==> src/rtl/button_pkg.sv <==
// Shared state encoding and default 50 MHz timing constants for the button
// press classifier and its timer.
package button_pkg;

    typedef enum logic [2:0] {
        IDLE   = 3'd0,
        PRESS1 = 3'd1,
        WAIT2  = 3'd2,
        PRESS2 = 3'd3,
        HELD   = 3'd4
    } state_e;

    localparam int unsigned DEF_LONG_CYCLES   = 50_000_000;  // 1.0 s
    localparam int unsigned DEF_GAP_CYCLES    = 12_500_000;  // 250 ms
    localparam int unsigned DEF_REPEAT_CYCLES = 5_000_000;   // 100 ms
    localparam int unsigned DEF_CNT_W         = 26;

endpackage

==> src/rtl/press_timer.sv <==
// Loadable up-counter with a terminal-compare hit flag; the classifier FSM
// picks the terminal value for whichever phase it is timing.
module press_timer #(
    parameter int unsigned CNT_W = 26
) (
    input  logic             clk,
    input  logic             clr_n,
    input  logic             load_i,
    input  logic             inc_i,
    input  logic [CNT_W-1:0] term_i,
    output logic             hit_o
);

    localparam logic [CNT_W-1:0] ONE = CNT_W'(1);

    logic [CNT_W-1:0] cnt_q;

    always_ff @(posedge clk or negedge clr_n) begin
        if (!clr_n) begin
            cnt_q <= '0;
        end else if (load_i) begin
            cnt_q <= ONE;
        end else if (inc_i) begin
            cnt_q <= cnt_q + ONE;
        end
    end

    assign hit_o = (cnt_q == term_i);

endmodule

==> src/rtl/button_press_classifier.sv <==
// Classifies debounced button gestures into short / long / double press pulses.
// Define BUTTON_PRESS_CLASSIFIER_AUTO_REPEAT_EN to get repeat pulses while held.
module button_press_classifier
    import button_pkg::*;
#(
    parameter int unsigned LONG_CYCLES   = DEF_LONG_CYCLES,
    parameter int unsigned GAP_CYCLES    = DEF_GAP_CYCLES,
    parameter int unsigned REPEAT_CYCLES = DEF_REPEAT_CYCLES,
    parameter int unsigned CNT_W         = DEF_CNT_W
) (
    input  logic clk,
    input  logic clr_n,
    input  logic btn_level,
    output logic short_press,
    output logic long_press,
    output logic double_press,
    output logic repeat_press,
    output logic busy
);

    localparam logic [CNT_W-1:0] LONG_T = CNT_W'(LONG_CYCLES - 1);
    localparam logic [CNT_W-1:0] GAP_T  = CNT_W'(GAP_CYCLES - 1);
    // HELD is entered with cnt=1 on the long-press sample itself, so the
    // terminal value here is the full period rather than period-1.
    localparam logic [CNT_W-1:0] REP_T  = CNT_W'(REPEAT_CYCLES);

    state_e           state_q, state_d;
    logic             short_q, short_d;
    logic             long_q, long_d;
    logic             double_q, double_d;
    logic             rep_q, rep_d;
    logic             busy_q;
    logic             load, inc, hit;
    logic [CNT_W-1:0] term;

    press_timer #(.CNT_W(CNT_W)) u_timer (
        .clk    (clk),
        .clr_n  (clr_n),
        .load_i (load),
        .inc_i  (inc),
        .term_i (term),
        .hit_o  (hit)
    );

    always_comb begin
        state_d  = state_q;
        short_d  = 1'b0;
        long_d   = 1'b0;
        double_d = 1'b0;
        rep_d    = 1'b0;
        load     = 1'b0;
        inc      = 1'b0;
        unique case (state_q)
            PRESS1:  term = LONG_T;
            WAIT2:   term = GAP_T;
            default: term = REP_T;
        endcase

        case (state_q)
            IDLE: begin
                if (btn_level) begin
                    state_d = PRESS1;
                    load    = 1'b1;
                end
            end
            PRESS1: begin
                if (!btn_level) begin
                    state_d = WAIT2;
                    load    = 1'b1;
                end else if (hit) begin
                    long_d  = 1'b1;
                    state_d = HELD;
                    load    = 1'b1;
                end else begin
                    inc = 1'b1;
                end
            end
            WAIT2: begin
                if (btn_level) begin
                    state_d = PRESS2;
                end else if (hit) begin
                    short_d = 1'b1;
                    state_d = IDLE;
                end else begin
                    inc = 1'b1;
                end
            end
            PRESS2: begin
                if (!btn_level) begin
                    double_d = 1'b1;
                    state_d  = IDLE;
                end
            end
            HELD: begin
                if (!btn_level) begin
                    state_d = IDLE;
                end else begin
`ifdef BUTTON_PRESS_CLASSIFIER_AUTO_REPEAT_EN
                    if (hit) begin
                        rep_d = 1'b1;
                        load  = 1'b1;
                    end else begin
                        inc = 1'b1;
                    end
`endif
                end
            end
            default: state_d = IDLE;
        endcase
    end

    always_ff @(posedge clk or negedge clr_n) begin
        if (!clr_n) begin
            state_q  <= IDLE;
            short_q  <= 1'b0;
            long_q   <= 1'b0;
            double_q <= 1'b0;
            rep_q    <= 1'b0;
            busy_q   <= 1'b0;
        end else begin
            state_q  <= state_d;
            short_q  <= short_d;
            long_q   <= long_d;
            double_q <= double_d;
            rep_q    <= rep_d;
            busy_q   <= (state_d != IDLE);
        end
    end

    assign short_press  = short_q;
    assign long_press   = long_q;
    assign double_press = double_q;
    assign busy         = busy_q;
`ifdef BUTTON_PRESS_CLASSIFIER_AUTO_REPEAT_EN
    assign repeat_press = rep_q;
`else
    assign repeat_press = 1'b0;
`endif

endmodule
==> config.mk <==
export PLATFORM = sky130hd
export DESIGN_NAME = button_press_classifier
export DESIGN_NICKNAME = d
export VERILOG_FILES = /design/src/rtl/button_pkg.sv /design/src/rtl/press_timer.sv /design/src/rtl/button_press_classifier.sv
export SDC_FILE = /design/constraint.sdc
export NUM_CORES = 1
export LEC_CHECK = 0
export CORE_MARGIN = 2
export CORE_UTILIZATION = 50
export CTS_CLUSTER_DIAMETER = 50
export DETAILED_ROUTE_END_ITERATION = 16
export GPL_TIMING_DRIVEN = 0
export HOLD_SLACK_MARGIN = 0.02
export PLACE_DENSITY = 0.77
export SLEW_MARGIN = 20
export SYNTH_ARGS = -nofsm -noshare
export SYNTH_HDL_FRONTEND = slang
export SYNTH_SLANG_ARGS = --single-unit
==> constraint.sdc <==
create_clock -name clk -period 3.32 [get_ports clk]
set_clock_uncertainty 0.05 [all_clocks]
set_input_delay 0.332 -clock clk [delete_from_list [all_inputs] [get_ports clk]]
set_output_delay 0.332 -clock clk [all_outputs]
set_load 0.01 [all_outputs]
==> results of run 1 <==
layout make-up:
type | count | area (um2) | area share [%]
Tap cell | 48 | 60.1 | 2.79
Inverter | 6 | 22.5 | 1.05
Timing Repair Buffer | 5 | 45.0 | 2.09
Clock inverter | 2 | 10.0 | 0.465
Clock buffer | 6 | 72.6 | 3.37
Multi-Input combinational cell | 158 | 1010 | 47.1
Sequential cell | 33 | 826 | 38.4
Buffer | 11 | 103 | 4.77
final timing paths:
check / start / end / slack (ns) / cells past startpoint
setup / recovery: state_q[0] / u_timer.cnt_q[2] / 0.57 / 10
hold / removal: clr_n / u_timer.cnt_q[6] / 0.05 / 1
setup reg to reg: state_q[0] / u_timer.cnt_q[2] / 0.57 / 10
hold reg to reg: u_timer.cnt_q[25] / u_timer.cnt_q[25] / 0.53 / 2
max in group asynchronous: clr_n / u_timer.cnt_q[5] / 2.71 / 1
min in group clk: btn_level / double_press / 0.19 / 2
cell families (layout without fill, tap and decap cells):
logic type	after synthesis	in the layout	synth area share, %
fa+ha+maj	1	1	0.637
xor+xnor	17	17	7.58
mux	3	3	1.59
simple gates	103	103	28.9
compound gates	33	33	12.7
other cells	1	1	0.191
flops	33	33	42.0
buf+inv	17	30	6.37
state kept, by name, indices dropped and copies added, names as in the netlist:
name,cells
state_q,3
short_press,1
busy,1
long_press,1
double_press,1
u_timer.cnt_q,26
worst register-to-register path, cell delays in order (launching register included):
cell and delay [ns]:
dfrtp_1 0.39, clkbuf_8 0.17, nor3b_1 0.48, mux2i_1 0.26
nand3_1 0.17, or3_1 0.36, buf_6 0.15, a31oi_4 0.23
buf_6 0.18, buf_12 0.13, nor2_1 0.05
metal layers:
layer / GRT usage, % / up-vias / share of wire, %
li1: - / 779 / -
met1: 30.3 / 786 / 48
met2: 34.3 / 42 / 46
met3: 5.07 / 7 / 4.8
met4: 7.40 / 0 / 1.3
met5: 0 / - / 0
per-stage QoR:
step | cells | util [%] | hold WS (ns)
after floorplan | 208 | - | -0.0136
after global placement | 261 | 55.8 | 0.492
after detailed placement | 261 | 55.7 | 0.383
after CTS | 269 | 57.9 | 0.0772
after global routing | 269 | 57.9 | 0.106
final | 269 | 57.9 | 0.0479
cell usage in the layout, fill, tap and decap left out, types with 2 or more instances in the layout:
master            n
dfrtp_1          33
nor2_1           30
xnor2_1          13
nand2_1          12
nand3_1          12
nor3_1           11
nor4_1            9
clkbuf_8          6
inv_1             6
a21oi_1           6
o21ai_0           6
clkbuf_1          4
buf_6             4
and4_1            4
nor3b_1           4
xor2_1            4
clkdlybuf4s50_1   4
o31ai_1           3
o211ai_1          2
nand4b_1          2
mux2i_1           2
and4bb_2          2
or3_1             2
a211oi_1          2
nand4_1           2
and3_2            2
a21o_1            2
or4_1             2
a31o_2            2
clkinv_2          2
power breakdown:
part	leakage (uW)	internal, uW	switching [uW]
registers	0.000448	419	18.7
clock network	0.0000450	145	143
logic	0.000343	58.1	72.1
==> metrics.yaml, run 1 <==
clocking:
  cts-root-buf: "clkbuf_8"
  post_cts_resize_count: 0
  cts-buffers-inserted: 5
  postCtsHoldBufs: 0
  h-tree-depth: 2
  cts_tree: "yes"
  clockBufferDepth: 2
  clk_latency_ns: 0.29
  post_cts.repair.setup_buffers: 0
  clk_pin_slew_ns: 0.07
  clock_sinks: 33
route:
  drt_iter0_drc: 78
  ant_nets: 0
  vias: 1614
  firstDrtPassIters: 4
  via_per_inst: 6.00
  wire_per_inst_um: 15.3
  drt_wl_total_um: 4120
  drc: 0
die:
  core_area_um2: 3720
  io_pins: 8
  rows: 22
  initial_core_util_pct: 52.9
  die_w_um: 66.7
  die_h_um: 66.7
  die_area_um2: 4450
synthesis:
  async_reset_ff_share_pct: 100
  ys_top_cells_by_count: "dfrtp_1 (33), nor2_1 (30), xnor2_1 (13), nand2_1 (12), nand3_1 (12)"
  synth_cells: 208
  ys_seq_area_share_pct: 42.0
  synth.most_common_cell: "dfrtp_1"
  avgSynthCellArea_um2: 9.44
  synthTopCellsByArea: "dfrtp_1 (42%), xnor2_1 (5.8%), nor2_1 (5.7%)"
  synth_seq_cells: 33
  yosysWarningCount: 0
  synth_cell_type_count: 53
  netlist_area_um2: 1960
  synth_nets: 212
  synth_edf_count: 0
  netlist.area_leader.share_pct: 42.0
  synth_top_cell_by_area: "dfrtp_1"
  yosys_most_used_dff: "dfrtp_1"
setup_path:
  crit_slowest_cell: "nor3b_1"
  cp.arrival_ns: 2.88
  end_kind: "flip-flop"
  critPathLaunchType: "flip-flop"
  crit_type: "flip-flop to flip-flop"
  cp_num_buf_inv: 4
  slowest_delay_ns: 0.48
  crit_family: "simple AND/OR/NAND/NOR gates"
  path_cells: "clkbuf_8 > nor3b_1 > mux2i_1 > nand3_1 > or3_1 > buf_6 > a31oi_4 > buf_6 > buf_12 > nor2_1"
  required_ns: 3.45
  path_common_cell: "buf_6"
  crit_path_max_fanout: 10
worst_hold_path:
  worst_hold_path_type: "primary input to async pin"
finish:
  areaGrowthSynthToFinish_pct: 9.55
  drive_above_1_share_pct: 13.6
  fillers: 344
  final_area_um2: 2150
  final_nets: 224
  antennaDiodeCount: 0
place:
  hpwl_um: 2970
  io_buffer_count: 5
  placed_cell_area_um2: 2070
  dp_slack_ns: 0.610
  gp_congestion: 0.829
timing:
  setup_viol: 0
  setup_ws_ns: 0.570
  finalCritPeriodShare_pct: 82.8
  setup_tns_ns: 0
  hold_viol_final: 0
  rsz0062_at_grt: "false"
  max_slew_margin_pct: 49.9
  period_minus_slack_ns: 2.75
  max_freq_mhz: 364
  worst_pin_slew_ns: 0.743
  drv_slew: 0
global_route:
  grt_pass1_vias: 1583
  grt-ovfl-total: 0
  grt_pass1_wl_um: 7390
  grt_usage_pct: 22.1
  grt_max_degree: 34
  antenna_found_initial: 0
pwr:
  fin_total_pwr_uw: 855
  power.density_nw_per_um2: 397
  vdd_ir_drop_max_mv: 0.282
  p_leak_uw: 0.000836
job:
  cap_violations: 0
run_status:
  outcome: "finished, final reports clean"
(Power assumes the default switching activity.)
==> inputs of run 2 (changes only) <==
--- a/config.mk
+++ b/config.mk
@@ -11,7 +11,7 @@
 export DETAILED_ROUTE_END_ITERATION = 16
 export GPL_TIMING_DRIVEN = 0
 export HOLD_SLACK_MARGIN = 0.02
-export PLACE_DENSITY = 0.77
+export PLACE_DENSITY = 0.79
 export SLEW_MARGIN = 20
 export SYNTH_ARGS = -nofsm -noshare
 export SYNTH_HDL_FRONTEND = slang
==> constraint.sdc (replaced) <==
create_clock -name clk -period 2.4 [get_ports clk]
set_clock_uncertainty 0.05 [all_clocks]
set_input_delay 0.24 -clock clk [delete_from_list [all_inputs] [get_ports clk]]
set_output_delay 0.24 -clock clk [all_outputs]
set_load 0.01 [all_outputs]
==> run 2 against run 1 <==
The run now ends with negative setup slack left; worst hold slack improved by 0.047 ns; fmax rose by 14%; sequential cell count did not move; clock power rose by 62%; count of clock-buffer cells in the layout rose by 1; combinational power rose by 66%; core utilization rose by 6.0 points; critical path depth fell by 3; first-iteration DRC count rose by 54%; die area did not move; via count rose by 4.8%; critical endpoint is now u_timer.cnt_q[1].
==> metrics.yaml, run 2 (synthesis results as in run 1) <==
route:
  drc: 0
  via_per_inst: 5.93
  vias: 1691
  drt_iter0_drc: 120
  firstDrtPassIters: 4
  wire_per_inst_um: 15.8
  ant_nets: 0
  drt_wl_total_um: 4500
die:
  rows: 22
  die_h_um: 66.7
  die_w_um: 66.7
  initial_core_util_pct: 52.9
  core_area_um2: 3720
  io_pins: 8
  die_area_um2: 4450
finish:
  final_cell_mix: "dfrtp_1 (32), nor2_1 (30), buf_4 (14)"
  final_common_cell: "dfrtp_1"
  top_register: "u_timer.cnt_q"
  drive_above_1_share_pct: 23.6
  antennaDiodeCount: 0
  areaGrowthSynthToFinish_pct: 21.0
  reg_top3: "u_timer.cnt_q x26, state_q x3"
  fillers: 318
  final_nets: 240
  largest_reg_flops: 26
setup_path:
  cp.arrival_ns: 2.55
  end_kind: "flip-flop"
  required_ns: 2.53
  crit_path_max_fanout: 6
  critPathLaunchType: "flip-flop"
  crit_type: "flip-flop to flip-flop"
pwr:
  p_sw_uw: 346
  seqPwrFrac_pct: 46.9
  fin_total_pwr_uw: 1290
  p_leak_uw: 0.000965
  p_int_uw: 944
  sw_frac_of_total_pct: 26.8
  combPwrFrac_pct: 16.8
  vdd_ir_drop_max_mv: 0.422
  power.density_nw_per_um2: 543
  p_clk_share_pct: 36.3
place:
  gp_congestion: 0.846
  hpwl_um: 2990
  io_buffer_count: 5
clocking:
  clk_latency_ns: 0.30
  cts-buffers-inserted: 5
  clk_pin_slew_ns: 0.07
  clock_sinks: 33
  cts-root-buf: "clkbuf_8"
  h-tree-depth: 2
  clockBufferDepth: 2
  cts_tree: "yes"
global_route:
  grt_pass1_vias: 1648
  grt_usage_pct: 23.9
  antenna_found_initial: 0
  grt_max_degree: 18
  grt_pass1_wl_um: 7840
  grt-ovfl-total: 0
worst_hold_path:
  worst_hold_path_type: "primary input to flip-flop"
timing:
  setup_ws_ns: -0.0181
  rsz0062_at_grt: "true"
  holdWs_ns: 0.0950
  finalCritPeriodShare_pct: 101
  max_slew_margin_pct: 55.0
  period_minus_slack_ns: 2.42
  max_freq_mhz: 414
  setup_viol: 2
  hold_viol_final: 0
  worst_pin_slew_ns: 0.669
  drv_slew: 0
run_status:
  outcome: "finished, violations left"
  violations: "negative setup slack"
job:
  cap_violations: 0
-- run 2: cell count changes in the layout (fill, tap and decap cells not counted), moves of 2 or more --
cell	previous run	this run
buf_2	1	4
clkbuf_8	6	8
clkbuf_1	4	2
buf_4	1	14
nor3b_1	4	2
-- run 2: worst max-delay path, stage by stage, from the launching register on --
cell and delay, ns:
dfrtp_2 0.42, or4b_1 0.51, mux2i_1 0.16, nand3_1 0.13, or3_4 0.47, buf_2 0.17, and3_2 0.20, a31o_2 0.20
-- run 2: timing repair --
item | CTS | global route
cloned | 1 | 0
buffers inserted | 8 | 7
hold buffers | 1 | 0
setup endpoints to repair | 27 | 27
endpoints found under the hold margin | 16 | 0
pin swaps | 4 | 5
gates resized for setup | 7 | 6
-- run 2: path summary, 6_finish.rpt --
check	slack [ns]	start	end	cells after the start
min in group asynchronous	0.36	clr_n	busy	2
max in group asynchronous	1.50	clr_n	u_timer.cnt_q[6]	3
worst min-delay path	0.1	btn_level	double_press	2
worst min register to register	0.51	u_timer.cnt_q[25]	u_timer.cnt_q[25]	2
worst max register to register	-0.02	u_timer.cnt_q[6]	u_timer.cnt_q[1]	7
worst max-delay path	-0.02	u_timer.cnt_q[6]	u_timer.cnt_q[1]	7
-- run 2: final cells by class --
type / count / area, um2 / area share [%]
plain buffers: 9 / 87.6 / 3.69
clock buffers: 7 / 96.3 / 4.05
clock inverters: 1 / 5.00 / 0.211
inverters: 6 / 22.5 / 0.948
multi-input cells: 158 / 1070 / 44.9
flip-flops and latches: 33 / 827 / 34.8
well taps: 48 / 60.1 / 2.53
repair buffers: 23 / 210 / 8.85
-- run 2: stage by stage --
| stage | TNS, ns | instance area [um2] | util (%) | setup WS [ns] | cells |
|---|---|---|---|---|---|
| floorplan | 0 | 1960 | - | 0.112 | 208 |
| global placement | -3.78 | 2070 | 55.8 | -0.233 | 261 |
| detailed placement | -4.95 | 2100 | 56.4 | -0.280 | 262 |
| CTS | 0 | 2310 | 62.2 | 0.0129 | 280 |
| global route | -0.797 | 2380 | 63.9 | -0.0751 | 285 |
| finish | -0.0187 | 2380 | 63.9 | -0.0181 | 285 |
-- run 2: power by group through the flow --
stage          clock, uW  combinational (uW)  sequential, uW
4_1_cts              475                 209             605
3_3_place_gp           0                 176             612
2_1_floorplan          0                 131             610
3_5_place_dp           0                 186             615
6_report             468                 216             605
5_1_grt              508                 238             608
-- run 2: per-layer routing --
layer	routed length, um	track usage [%]	vias to the layer above
met5	0	0	-
met4	85	6.12	0
met3	260	6.59	9
met2	2130	39.1	50
met1	2020	31.3	812
li1	-	-	820
